===== config.mk =====
export PLATFORM = sky130hd
export DESIGN_NAME = vector_control_fsm
export DESIGN_NICKNAME = d
export VERILOG_FILES = /design/src/rtl/vector_control_fsm.sv
export SDC_FILE = /design/constraint.sdc
export NUM_CORES = 1
export LEC_CHECK = 0
export ABC_AREA = 1
export CAP_MARGIN = 25
export CORE_MARGIN = 2
export CORE_UTILIZATION = 35
export CTS_BUF_LIST = sky130_fd_sc_hd__clkbuf_4 sky130_fd_sc_hd__clkbuf_8
export DETAILED_ROUTE_END_ITERATION = 16
export PLACE_DENSITY = 0.74
export SYNTH_ARGS = -nofsm -noshare
export SYNTH_HDL_FRONTEND = slang
export SYNTH_SLANG_ARGS = --single-unit

===== constraint.sdc =====
create_clock -name clk -period 1.7 [get_ports clk]
set_input_delay 0.17 -clock clk [delete_from_list [all_inputs] [get_ports clk]]
set_output_delay 0.17 -clock clk [all_outputs]
set_load 0.01 [all_outputs]

===== src/rtl/vector_control_fsm.sv =====
// vector_control_fsm
// Multi-cycle control sequencer for a small vector-capable datapath. Each
// instruction is fetched once, decoded once, then runs the EXEC..NEXT loop
// once per lane. Scalar instructions, and LANES=1, take exactly one pass.
// All outputs are decoded from the current state and the latched fields.
// stall holds the machine in place and masks every side-effecting strobe.
module vector_control_fsm #(
  parameter  int LANES   = 4,
  parameter  int FUNCT_W = 3,
  localparam int LANE_W  = (LANES > 1) ? $clog2(LANES) : 1
) (
  input  logic               clk,
  input  logic               rst,
  input  logic [2:0]         Opcode,
  input  logic [FUNCT_W-1:0] Funct,
  input  logic               Vec,
  input  logic               instr_valid,
  output logic               instr_ready,
  input  logic               mem_ack,
  input  logic               branch_taken,
  input  logic               stall,
  output logic               PCSrc,
  output logic               pc_write,
  output logic               RegWrite,
  output logic               ImmSrc,
  output logic               ALUSrc,
  output logic               MemWrite,
  output logic               MemRead,
  output logic               MemtoReg,
  output logic [FUNCT_W-1:0] AluOp,
  output logic [LANE_W-1:0]  lane_idx,
  output logic               busy,
  output logic               halted,
  output logic               illegal
);

  localparam logic [2:0] OP_ALU   = 3'b000;
  localparam logic [2:0] OP_ALUI  = 3'b001;
  localparam logic [2:0] OP_LOAD  = 3'b010;
  localparam logic [2:0] OP_STORE = 3'b011;
  localparam logic [2:0] OP_BR    = 3'b100;
  localparam logic [2:0] OP_JMP   = 3'b101;
  localparam logic [2:0] OP_ILL   = 3'b110;
  localparam logic [2:0] OP_HALT  = 3'b111;

  localparam logic [LANE_W-1:0] LAST_LANE = LANE_W'(LANES - 1);

  typedef enum logic [2:0] {
    S_FETCH,
    S_DECODE,
    S_EXEC,
    S_MEM,
    S_WB,
    S_NEXT,
    S_HALT,
    S_ERROR
  } state_t;

  state_t             state_q, state_d;
  logic [2:0]         opcode_q, opcode_d;
  logic [FUNCT_W-1:0] funct_q, funct_d;
  logic               vec_q, vec_d;
  logic [LANE_W-1:0]  lane_q, lane_d;

  // The loop ends after the current lane for scalar ops or on the final lane.
  logic lastLane;
  assign lastLane = !vec_q || (lane_q == LAST_LANE);

  // State, latched instruction fields and lane counter; reset aborts at once.
  always_ff @(posedge clk or negedge rst) begin
    if (!rst) begin
      state_q  <= S_FETCH;
      opcode_q <= '0;
      funct_q  <= '0;
      vec_q    <= 1'b0;
      lane_q   <= '0;
    end else begin
      state_q  <= state_d;
      opcode_q <= opcode_d;
      funct_q  <= funct_d;
      vec_q    <= vec_d;
      lane_q   <= lane_d;
    end
  end

  // Next-state sequencing; a stalled cycle leaves everything as it was.
  always_comb begin
    state_d  = state_q;
    opcode_d = opcode_q;
    funct_d  = funct_q;
    vec_d    = vec_q;
    lane_d   = lane_q;
    if (!stall) begin
      case (state_q)
        S_FETCH: begin
          if (instr_valid) begin
            opcode_d = Opcode;
            funct_d  = Funct;
            vec_d    = Vec;
            state_d  = S_DECODE;
          end
        end
        S_DECODE: begin
          if (opcode_q == OP_ILL) begin
            state_d = S_ERROR;
          end else if (opcode_q == OP_HALT) begin
            state_d = S_HALT;
          end else begin
            lane_d  = '0;
            state_d = S_EXEC;
          end
        end
        S_EXEC: begin
          case (opcode_q)
            OP_ALU, OP_ALUI:  state_d = S_WB;
            OP_LOAD, OP_STORE: state_d = S_MEM;
            default:          state_d = S_FETCH;
          endcase
        end
        S_MEM: begin
          if (mem_ack) begin
            state_d = (opcode_q == OP_LOAD) ? S_WB : S_NEXT;
          end
        end
        S_WB: begin
          state_d = S_NEXT;
        end
        S_NEXT: begin
          if (lastLane) begin
            lane_d  = '0;
            state_d = S_FETCH;
          end else begin
            lane_d  = lane_q + LANE_W'(1);
            state_d = S_EXEC;
          end
        end
        S_HALT:  state_d = S_HALT;
        S_ERROR: state_d = S_ERROR;
        default: state_d = S_FETCH;
      endcase
    end
  end

  // Moore output decode; strobes are masked while stalled.
  always_comb begin
    instr_ready = 1'b0;
    PCSrc       = 1'b0;
    pc_write    = 1'b0;
    RegWrite    = 1'b0;
    ImmSrc      = 1'b0;
    ALUSrc      = 1'b0;
    MemWrite    = 1'b0;
    MemRead     = 1'b0;
    MemtoReg    = 1'b0;
    AluOp       = '0;
    busy        = 1'b0;
    halted      = 1'b0;
    illegal     = 1'b0;
    case (state_q)
      S_FETCH: begin
        instr_ready = !stall;
      end
      S_DECODE: begin
        busy = 1'b1;
      end
      S_EXEC: begin
        busy = 1'b1;
        case (opcode_q)
          OP_ALU: begin
            AluOp = funct_q;
          end
          OP_ALUI: begin
            AluOp  = funct_q;
            ALUSrc = 1'b1;
          end
          OP_LOAD, OP_STORE: begin
            ALUSrc = 1'b1;
          end
          OP_BR: begin
            AluOp    = FUNCT_W'(1);
            ImmSrc   = 1'b1;
            pc_write = !stall;
            PCSrc    = branch_taken;
          end
          OP_JMP: begin
            pc_write = !stall;
            PCSrc    = 1'b1;
          end
          default: begin
            AluOp = '0;
          end
        endcase
      end
      S_MEM: begin
        busy     = 1'b1;
        MemRead  = (opcode_q == OP_LOAD) && !stall;
        MemWrite = (opcode_q == OP_STORE) && !stall;
      end
      S_WB: begin
        busy     = 1'b1;
        RegWrite = !stall;
        MemtoReg = (opcode_q == OP_LOAD);
      end
      S_NEXT: begin
        busy     = 1'b1;
        pc_write = lastLane && !stall;
      end
      S_HALT: begin
        halted = 1'b1;
      end
      S_ERROR: begin
        illegal = 1'b1;
      end
      default: begin
        busy = 1'b0;
      end
    endcase
  end

  assign lane_idx = lane_q;

endmodule


==> results of run 1 <==
## final timing paths
| path | end | startpoint |
|---|---|---|
| setup / recovery | AluOp[1] | state_q[2] |
| hold / removal | vec_q | rst |
| setup reg to reg | funct_q[1] | state_q[1] |
| hold reg to reg | vec_q | vec_q |
| max in group asynchronous | state_q[0] | rst |
| min in group clk | opcode_q[1] | Opcode[1] |
## final cells by class
| type | instances | share of cell area [%] |
|---|---|---|
| inverters | 17 | 5.152 |
| well taps | 28 | 2.828 |
| flip-flops and latches | 12 | 24.34 |
| repair buffers | 41 | 26.46 |
| clock buffers | 3 | 1.818 |
| multi-input cells | 91 | 39.39 |
## worst max-delay path: stages, from the launching register on
cell and delay, ns:
dfrtp_1 0.37, inv_1 0.07, nand2_1 0.08, nor2_2 0.18, buf_4 0.15, nand3_4 0.08, nor2_2 0.12, buf_2 0.14
## power groups by stage
stage | Combinational, W | Sequential (W) | Clock (W)
floorplan | 0.000650 | 0.000492 | 0
global placement | 0.000968 | 0.000512 | 0
detailed placement | 0.000985 | 0.000521 | 0
CTS | 0.00103 | 0.000501 | 0.000187
global route | 0.00118 | 0.000522 | 0.000194
finish | 0.00106 | 0.000504 | 0.000177
## cell usage in the layout (no fill, tap or decap), drive strengths merged
master	instances
o21ai	3
nor2	30
nand2	31
inv	17
clkdlybuf4s50	14
o21bai	1
or2	1
ha	1
o22ai	1
clkdlybuf4s15	2
buf	19
nor3	4
nand3	10
dfrtp	12
nand4	1
dlygate4sd2	3
clkbuf	6
a21oi	8
## timing repair
item	4_1_cts	5_1_grt
setup buffers	3	0
resized for setup	40	16
endpoints found under the setup margin	15	13
pin swaps	0	2
## metrics by stage
stage	power, W	hold WS, ns	cell area (um^2)	setup TNS (ns)	setup WS [ns]
after floorplan	0.001142	-0.1256	843.3	0	0.4189
after global placement	0.001480	0.4961	1201	-0.01228	-0.01228
final	0.001740	0.2553	1239	0	0.05620
after CTS	0.001716	0.2768	1234	-0.02721	-0.02095
after detailed placement	0.001505	0.5070	1201	-0.2196	-0.05948
after global routing	0.001899	0.3026	1239	-0.07539	-0.05012
## state kept, by name, summed over array words and instances, names as in the netlist
register,cells
funct_q,3
lane_idx,2
opcode_q,3
state_q,3
vec_q,1
## cell families (layout without fill, tap and decap cells)
family / count (synthesis) / count (layout)
flip-flops: 12 / 12
buffers and inverters: 21 / 61
AO/OA/AOI/OAI: 13 / 13
AND/OR/NAND/NOR: 77 / 77
adder cells (fa/ha/maj): 1 / 1
## metal layers
metal	up-vias	global-route usage, %
met5	-	0
met2	28	29.58
met3	3	1.977
met1	419	22.32
met4	0	7.692
li1	468	-
==> metrics, run 1 <==
outcome finished, final reports clean; Cell Area, Synth 843.3 um^2; Starting DRT DRC Count 15; half-perimeter wire length after placement 1.702 mm; crit path max fanout 4; die area 0.002818 mm^2; first-pass GRT wire length 3.594 mm; ANT cells 0; GRT Overall Usage 17.51%; Vias/cell 4.781; multi-input logic area 488.0 um^2; Post-synth top flop dfrtp_1; share of layout cells above drive strength 1 31.71%; Power Dens Cells 1405 mW/mm^2; CP Launch Type flop; Routed Antenna Nets 0; I/O Pins 30; largest net degree at the start of global routing 15; Combinational Power Share 60.8%; skew final 0.0005194 ns; Synth area leaders dfrtp_1 36%, nand2_1 13%, nor2_1 11%; register area 301.5 um^2; DRT Wirelength 2.176 mm; root buf cell clkbuf_4; critical path capture point type output pin; RSZ-0062 raised after global routing yes; total grt overflow 0; Max Cap Viol 0; clock share of power 10.2%; Initial Util 37.40%; internal power 0.0009313 W; TritonCTS clock tree built; VDD IR-drop max 0.6581 mV; top sig layer met4; sw power 0.0008085 W; vias 918; # clock sinks 12; # H-tree levels 1; Wirelength per Cell 11.33 um; simple-gate share of the synthesized area 39.91%; Arr. time, crit path 1.47 ns; crit path time final 1.644 ns; final slew viol count 0; wire length on met1 926 um; Reg power frac 29.0%; synthesized area per cell 6.801 um^2; main combinational cell family by area after synthesis simple AND/OR/NAND/NOR gates; share of the synthesized area in the top cell type 35.61%; post-synthesis compound-gate area fraction 11.28%; post-synth cell types 22; dominant cell type by area after synthesis dfrtp_1; Mapped Cells 124; Util after Layout 54.94%; Die Wd 53.09 um; final-layout fill cell count 258; fin nets 180; Syn-to-layout area delta 46.88%; length in cells of the worst reg-to-reg path 8; antenna violations before repair 0; register area share after synthesis 35.61%; Worst-path clk slew 0.07 ns; Non-Filler Instances 192; row count 17; largest buffer count on any clock path 2; Final period util 96.69%; drc violations 0; port bufs 29; Synth Area in XOR/XNOR 0%; Synth Warn # 0; number of global-route vias before repair 850; Final setup viols 0; worst slew pin tran 0.5694 ns; WL met3 136 um; fmax 0.6083 GHz; Num CTS Buffers 3; R2R Setup Slk 0.13 ns; WS Path Type reg2out; Worst EP required 1.53 ns; Synth Net Count 138; drt pass-1 iters 4; asr flop ratio synth 100.0%; DP Cell Count 186; multiplexer area fraction after synthesis 0%; post-cts hold buffer count 0; Post-synth EDFFs 0; Leak 0.6392 nW; adder-cell share of the synthesized area 1.484%; Hold Violations, Final 0; most frequent cells after synthesis 29 x nand2_1, 24 x nor2_1, 15 x inv_1; Slew Limit Headroom 61.92%; GPL Wtd Cong 0.7787; met2 WL 1.081 mm; top-count cell post-synth nand2_1; Core Area 0.002255 mm^2; Seq cells post-synth 12; Clk Latency, worst-skew pair 0.28 ns; HP Class in2async; die height 53.09 um; Switching Fraction 46.47%
(Power assumes the default switching activity.)
==> run 2: changes to the inputs <==
--- a/config.mk
+++ b/config.mk
@@ -11,6 +11,7 @@
 export CORE_UTILIZATION = 35
 export CTS_BUF_LIST = sky130_fd_sc_hd__clkbuf_4 sky130_fd_sc_hd__clkbuf_8
 export DETAILED_ROUTE_END_ITERATION = 16
+export GPL_TIMING_DRIVEN = 0
 export PLACE_DENSITY = 0.74
 export SYNTH_ARGS = -nofsm -noshare
 export SYNTH_HDL_FRONTEND = slang
==> run 2 against run 1 <==
  * Critical path depth is the same
  * Clock skew is essentially flat
  * Utilization shrank 1.4 points
  * Largest power group unchanged
  * Hold slack lost 0.069 ns
  * Combinational power shrank 4%
  * Clock power grew 33%
  * Register-to-register slack gained 0.20 ns
  * Count of clock-buffer cells in the layout grew 1
  * Die area is the same
  * First-iteration DRC count grew 53%
  * Non-clock buffer count shrank 5
==> metrics, run 2 (synthesis gave the netlist of run 1 again) <==
outcome finished, final reports clean; Leak 0.6536 nW (+2.2%); Levels on crit path 7 (unchanged); share of layout cells above drive strength 1 26.25% (-5.5 points); drc violations 0 (unchanged); total grt overflow 0 (unchanged); DP Cell Count 180 (-3.2%); Final setup viols 0 (unchanged); Starting DRT DRC Count 23 (+8); internal power 0.0009541 W (+2.4%); Core Area 0.002255 mm^2 (unchanged); # H-tree levels 1 (unchanged); fmax 0.6181 GHz (+1.6%); HP Class in2reg; largest buffer count on any clock path 2 (unchanged); Worst EP required 1.53 ns (about the same); Power Dens Cells 1442 mW/mm^2 (+2.7%); Routed Antenna Nets 0 (unchanged); critical-path cell list buf_4, inv_2, nand3_1, inv_1, nand2_1, a21oi_1, buf_2; clock share of power 13.6% (+3.4 points); Fin Setup TNS 0 ns (unchanged); ANT cells 0 (unchanged); Fin Hold WS 0.1862 ns (-0.06905 ns); RSZ-0062 raised after global routing no; first-pass GRT wire length 3.546 mm (-1.3%); GRT Overall Usage 17.39% (-0.12 points); number of global-route vias before repair 860 (+1.2%); worst r2r src state_q[1]; Non-Filler Instances 188 (-2.1%); Max Cap Viol 0 (unchanged); commonest non-fill, non-tap cells in the layout 29 x nand2_1, 23 x nor2_1, 14 x inv_1; Clk Latency, worst-skew pair 0.28 ns (about the same); Num CTS Buffers 3 (unchanged); port bufs 28 (-3.4%); antenna violations before repair 0 (unchanged); leading cell type in the layout, fill and taps excluded nand2_1; die area 0.002818 mm^2 (unchanged); Die Wd 53.09 um (unchanged); slowest CP cell dfrtp_2; Slew Limit Headroom 61.07% (-0.85 points); Syn-to-layout area delta 43.03%; Worst Min Path Start stall; CP top delay family buffers and inverters; root buf cell clkbuf_4; Vias/cell 4.888 (+2.2%); Switching Fraction 45.16% (-1.3 points); Initial Util 37.40% (unchanged); sw power 0.0007856 W (-2.8%); critical path capture point type output pin; R2R Setup Slk 0.33 ns (+0.20 ns); GPL Wtd Cong 0.8694 (+12%); final-layout fill cell count 249 (-3.5%); final slew viol count 0 (unchanged); crit path max fanout 5 (+1); Worst-path clk slew 0.08 ns (about the same); Final Cell Area 0.001206 mm^2 (-2.6%); crit path time final 1.618 ns (-0.02584 ns); critical path startpoint state_q[1]; Reg power frac 28.0% (-1.0 points); I/O Pins 30 (unchanged); Combinational Power Share 58.4% (-2.4 points); row count 17 (unchanged); Arr. time, crit path 1.45 ns (-0.02 ns); Hold Violations, Final 0 (unchanged); post-placement cell area 0.001159 mm^2 (-3.5%); vias 919 (+0.11%); WP buf/inv 4 (+1); CP Launch Type flop; WS Path Type reg2out; drt pass-1 iters 4 (unchanged); skew final 0.0004626 ns (-0.00005687 ns); VDD IR-drop max 0.8560 mV (+30%); worst slew pin tran 0.5821 ns (+0.01267 ns); Final period util 95.17% (-1.5 points); TritonCTS clock tree built; largest net degree at the start of global routing 13 (-2); Hold Crit Depth 3; total power 0.001740 W (about the same); half-perimeter wire length after placement 1.592 mm (-6.5%); # clock sinks 12 (unchanged); Wirelength per Cell 11.43 um (+0.81%); slowest stage delay, CP 0.42 ns (+0.05 ns); largest registers funct_q x3, opcode_q x3, state_q x3; DRT Wirelength 2.148 mm (-1.3%); fin nets 175 (-2.8%); length in cells of the worst reg-to-reg path 8 (unchanged); die height 53.09 um (unchanged)
[run 2: area by class of cell]
cell class              count  area, um^2  area share, %
repair buffers             32       270.3          22.41
flip-flops and latches     12       301.5          25.00
well taps                  28       35.03          2.905
plain buffers               4       37.54          3.112
multi-input cells          91       461.7          38.28
clock buffers               4       36.28          3.008
inverters                  17       63.81          5.290
[run 2: power groups by stage]
stage	registers, W	clock network, W	logic [W]
floorplan	0.000492	0	0.000650
global placement	0.000505	0	0.000916
detailed placement	0.000510	0	0.000935
CTS	0.000487	0.000238	0.00100
global route	0.000504	0.000255	0.00113
finish	0.000487	0.000236	0.00102
[run 2: final timing paths]
kind                          endpoint
setup reg to reg           lane_idx[1]
setup / recovery              pc_write
min in group asynchronous  lane_idx[0]
hold / removal              state_q[2]
hold reg to reg                  vec_q
max in group asynchronous   state_q[1]
[run 2: routing by layer]
| metal | part of all wire, % | track usage (%) | wire [um] | up-vias |
|---|---|---|---|---|
| met1 | 42 | 19.86 | 893 | 423 |
| met5 | 0 | 0 | 0 | - |
| met4 | 1.1 | 7.265 | 24 | 0 |
| met2 | 51 | 30.42 | 1090 | 32 |
| li1 | - | - | - | 460 |
| met3 | 6.5 | 4.520 | 140 | 4 |
[run 2: what timing repair did]
action / in CTS / in global routing
hold buffers: 0 / 0
setup endpoints to repair: 15 / 10
resized for setup: 26 / 16
setup buffers: 4 / 0
[run 2: worst register-to-register path, delay by kind of cell (launching register included)]
kind | cells | cell delay [ns]
buffers and inverters | 2 | 0.23
AOI/OAI and AO/OA | 1 | 0.07
and+or+nand+nor | 5 | 0.58
DFF | 1 | 0.42
[run 2: through the flow]
| stage | setup WS [ns] | util (%) |
|---|---|---|
| finish | 0.08203 | 53.50 |
| global route | 0.0003970 | 53.50 |
| CTS | 0.001845 | 54.22 |
| detailed placement | -0.1700 | 51.39 |
| global placement | -0.1556 | 51.39 |
| floorplan | 0.4189 | - |
==> run 3: changes to the inputs <==
--- a/config.mk
+++ b/config.mk
@@ -7,12 +7,14 @@
 export LEC_CHECK = 0
 export ABC_AREA = 1
 export CAP_MARGIN = 25
+export CORE_ASPECT_RATIO = 0.7
 export CORE_MARGIN = 2
 export CORE_UTILIZATION = 35
 export CTS_BUF_LIST = sky130_fd_sc_hd__clkbuf_4 sky130_fd_sc_hd__clkbuf_8
 export DETAILED_ROUTE_END_ITERATION = 16
 export GPL_TIMING_DRIVEN = 0
 export PLACE_DENSITY = 0.74
+export SLEW_MARGIN = 20
 export SYNTH_ARGS = -nofsm -noshare
 export SYNTH_HDL_FRONTEND = slang
 export SYNTH_SLANG_ARGS = --single-unit
==> run 3 against run 2 <==
  * Total power up 0.45%
  * Design area is 0.10% higher
  * Register-to-register slack worse by 0.03 ns
  * Global-route usage up 0.50 points
  * Combinational power hardly changed
  * Fmax decreased by 4.1%
  * Die area is 0.23% higher
  * Sequential cell count unchanged
  * Utilization grew 1.2 points
  * Critical path type unchanged
  * Largest power group unchanged
==> metrics, run 3 (synthesis gave the netlist of run 1 again) <==
first-pass GRT wire length 3.843 mm (+8.4%); Worst-path clk slew 0.08 ns (about the same); GPL Wtd Cong 0.8436 (-3.0%); number of global-route vias before repair 857 (-0.35%); CP Launch Type flop; fin nets 174 (-0.57%); Arr. time, crit path 1.52 ns (+0.07 ns); largest buffer count on any clock path 2 (unchanged); GRT Overall Usage 17.89% (+0.50 points); I/O Pins 30 (unchanged); RSZ-0062 raised after global routing yes; final-layout fill cell count 242 (-2.8%); outcome finished, final reports clean; port bufs 28 (unchanged); Num CTS Buffers 3 (unchanged); Hold Violations, Final 0 (unchanged); post-cts hold buffer count 0 (unchanged); Initial Util 38.21% (+0.81 points); crit path max fanout 4 (-1); Core Area 0.002207 mm^2 (-2.1%); R2R Setup Slk 0.30 ns (-0.03 ns); row count 14 (-3); VDD IR-drop max 0.6909 mV (-19%); Final setup viols 0 (unchanged); leading cell type in the layout, fill and taps excluded nand2_1; Wirelength per Cell 11.55 um (+1.1%); Max Cap Viol 0 (unchanged); vias 885 (-3.7%); worst slew pin tran 0.5662 ns (-0.01585 ns); Die Wd 62.67 um (+18%); skew final 0.004017 ns (+0.003554 ns); HP Class in2reg; crit path time final 1.688 ns (+0.06966 ns); die height 45.07 um (-15%); root buf cell clkbuf_4; drt pass-1 iters 4 (unchanged); Fin Setup TNS 0 ns (unchanged); TritonCTS clock tree built; Starting DRT DRC Count 47 (+100%); Leak 0.6494 nW (-0.64%); antenna violations before repair 0 (unchanged); Clk Latency, worst-skew pair 0.28 ns (about the same); Power Dens Cells 1447 mW/mm^2 (+0.34%); # clock sinks 12 (unchanged); critical path capture point type output pin; Slew Limit Headroom 62.13% (+1.1 points); die area 0.002825 mm^2 (+0.23%); # H-tree levels 1 (unchanged); Syn-to-layout area delta 43.18%; Non-Filler Instances 191 (+1.6%); final slew viol count 0 (unchanged); min setup slack post-route 0.01238 ns (-0.06966 ns); largest registers funct_q x3, opcode_q x3, state_q x3; commonest non-fill, non-tap cells in the layout 29 x nand2_1, 23 x nor2_1, 14 x inv_1; total grt overflow 0 (unchanged); drc violations 0 (unchanged); Routed Antenna Nets 0 (unchanged); half-perimeter wire length after placement 1.659 mm (+4.2%); fmax 0.5925 GHz (-4.1%); Vias/cell 4.634 (-5.2%); ANT cells 0 (unchanged); pre-CTS setup slack -0.1102 ns (+0.05982 ns); DRT Wirelength 2.207 mm (+2.7%); Worst EP required 1.53 ns (about the same); WS Path Type reg2out; DP Cell Count 184 (+2.2%); share of layout cells above drive strength 1 25.79% (-0.46 points); largest net degree at the start of global routing 13 (unchanged); Final period util 99.27% (+4.1 points)
## run 3: per-layer routing
layer | up-vias | part of all wire (%) | track usage, %
met3 | 2 | 5.8 | 5.486
li1 | 454 | - | -
met5 | - | 0 | 0
met2 | 27 | 47 | 29.46
met4 | 0 | 0.77 | 5.333
met1 | 402 | 47 | 23.21
## run 3: worst paths after layout
check	from	end	cells after the start
min in group asynchronous	rst	state_q[2]	1
max in group asynchronous	rst	state_q[1]	1
worst min register to register	funct_q[2]	funct_q[2]	2
worst min-delay path	stall	state_q[2]	3
worst max register to register	state_q[1]	vec_q	8
worst max-delay path	state_q[2]	AluOp[1]	6
## run 3: metrics by stage
stage | total power, W | area [um^2] | hold slack, ns | util (%)
global route | 0.001917 | 1207 | 0.2354 | 54.71
CTS | 0.001714 | 1210 | 0.1920 | 54.82
global placement | 0.001423 | 1164 | 0.4610 | 52.72
floorplan | 0.001142 | 843.3 | -0.1256 | -
detailed placement | 0.001454 | 1164 | 0.4859 | 52.72
finish | 0.001747 | 1207 | 0.2011 | 54.71
## run 3: layout make-up
class                      instances  area [um^2]  area share, %
buffer                             4        41.29          3.420
clock buffer                       4        36.28          3.005
inverter                          17        63.81          5.285
multi-input combinational         91        461.7          38.24
sequential                        12        301.5          24.97
tap                               32        40.04          3.316
timing repair buffer              31        262.8          21.76
## run 3: worst max-delay path: stages (launching register included)
cell and delay [ns]:
dfrtp_1 0.40, inv_1 0.10, nand2_1 0.11, nor2_4 0.13
nand3_2 0.13, nor2_1 0.10, dlygate4sd2_1 0.27
## run 3: repair_timing
item                                   in CTS  in global routing
setup buffers                               2                  1
endpoints found under the hold margin       0                  0
resized for setup                          18                 22
setup endpoints to repair                  15                 12
## run 3: where the power goes
group	total, W	internal, W	switching, W
clock	0.000236	0.000130	0.000105
combinational	0.00101	0.000407	0.000603
sequential	0.000502	0.000408	0.0000941
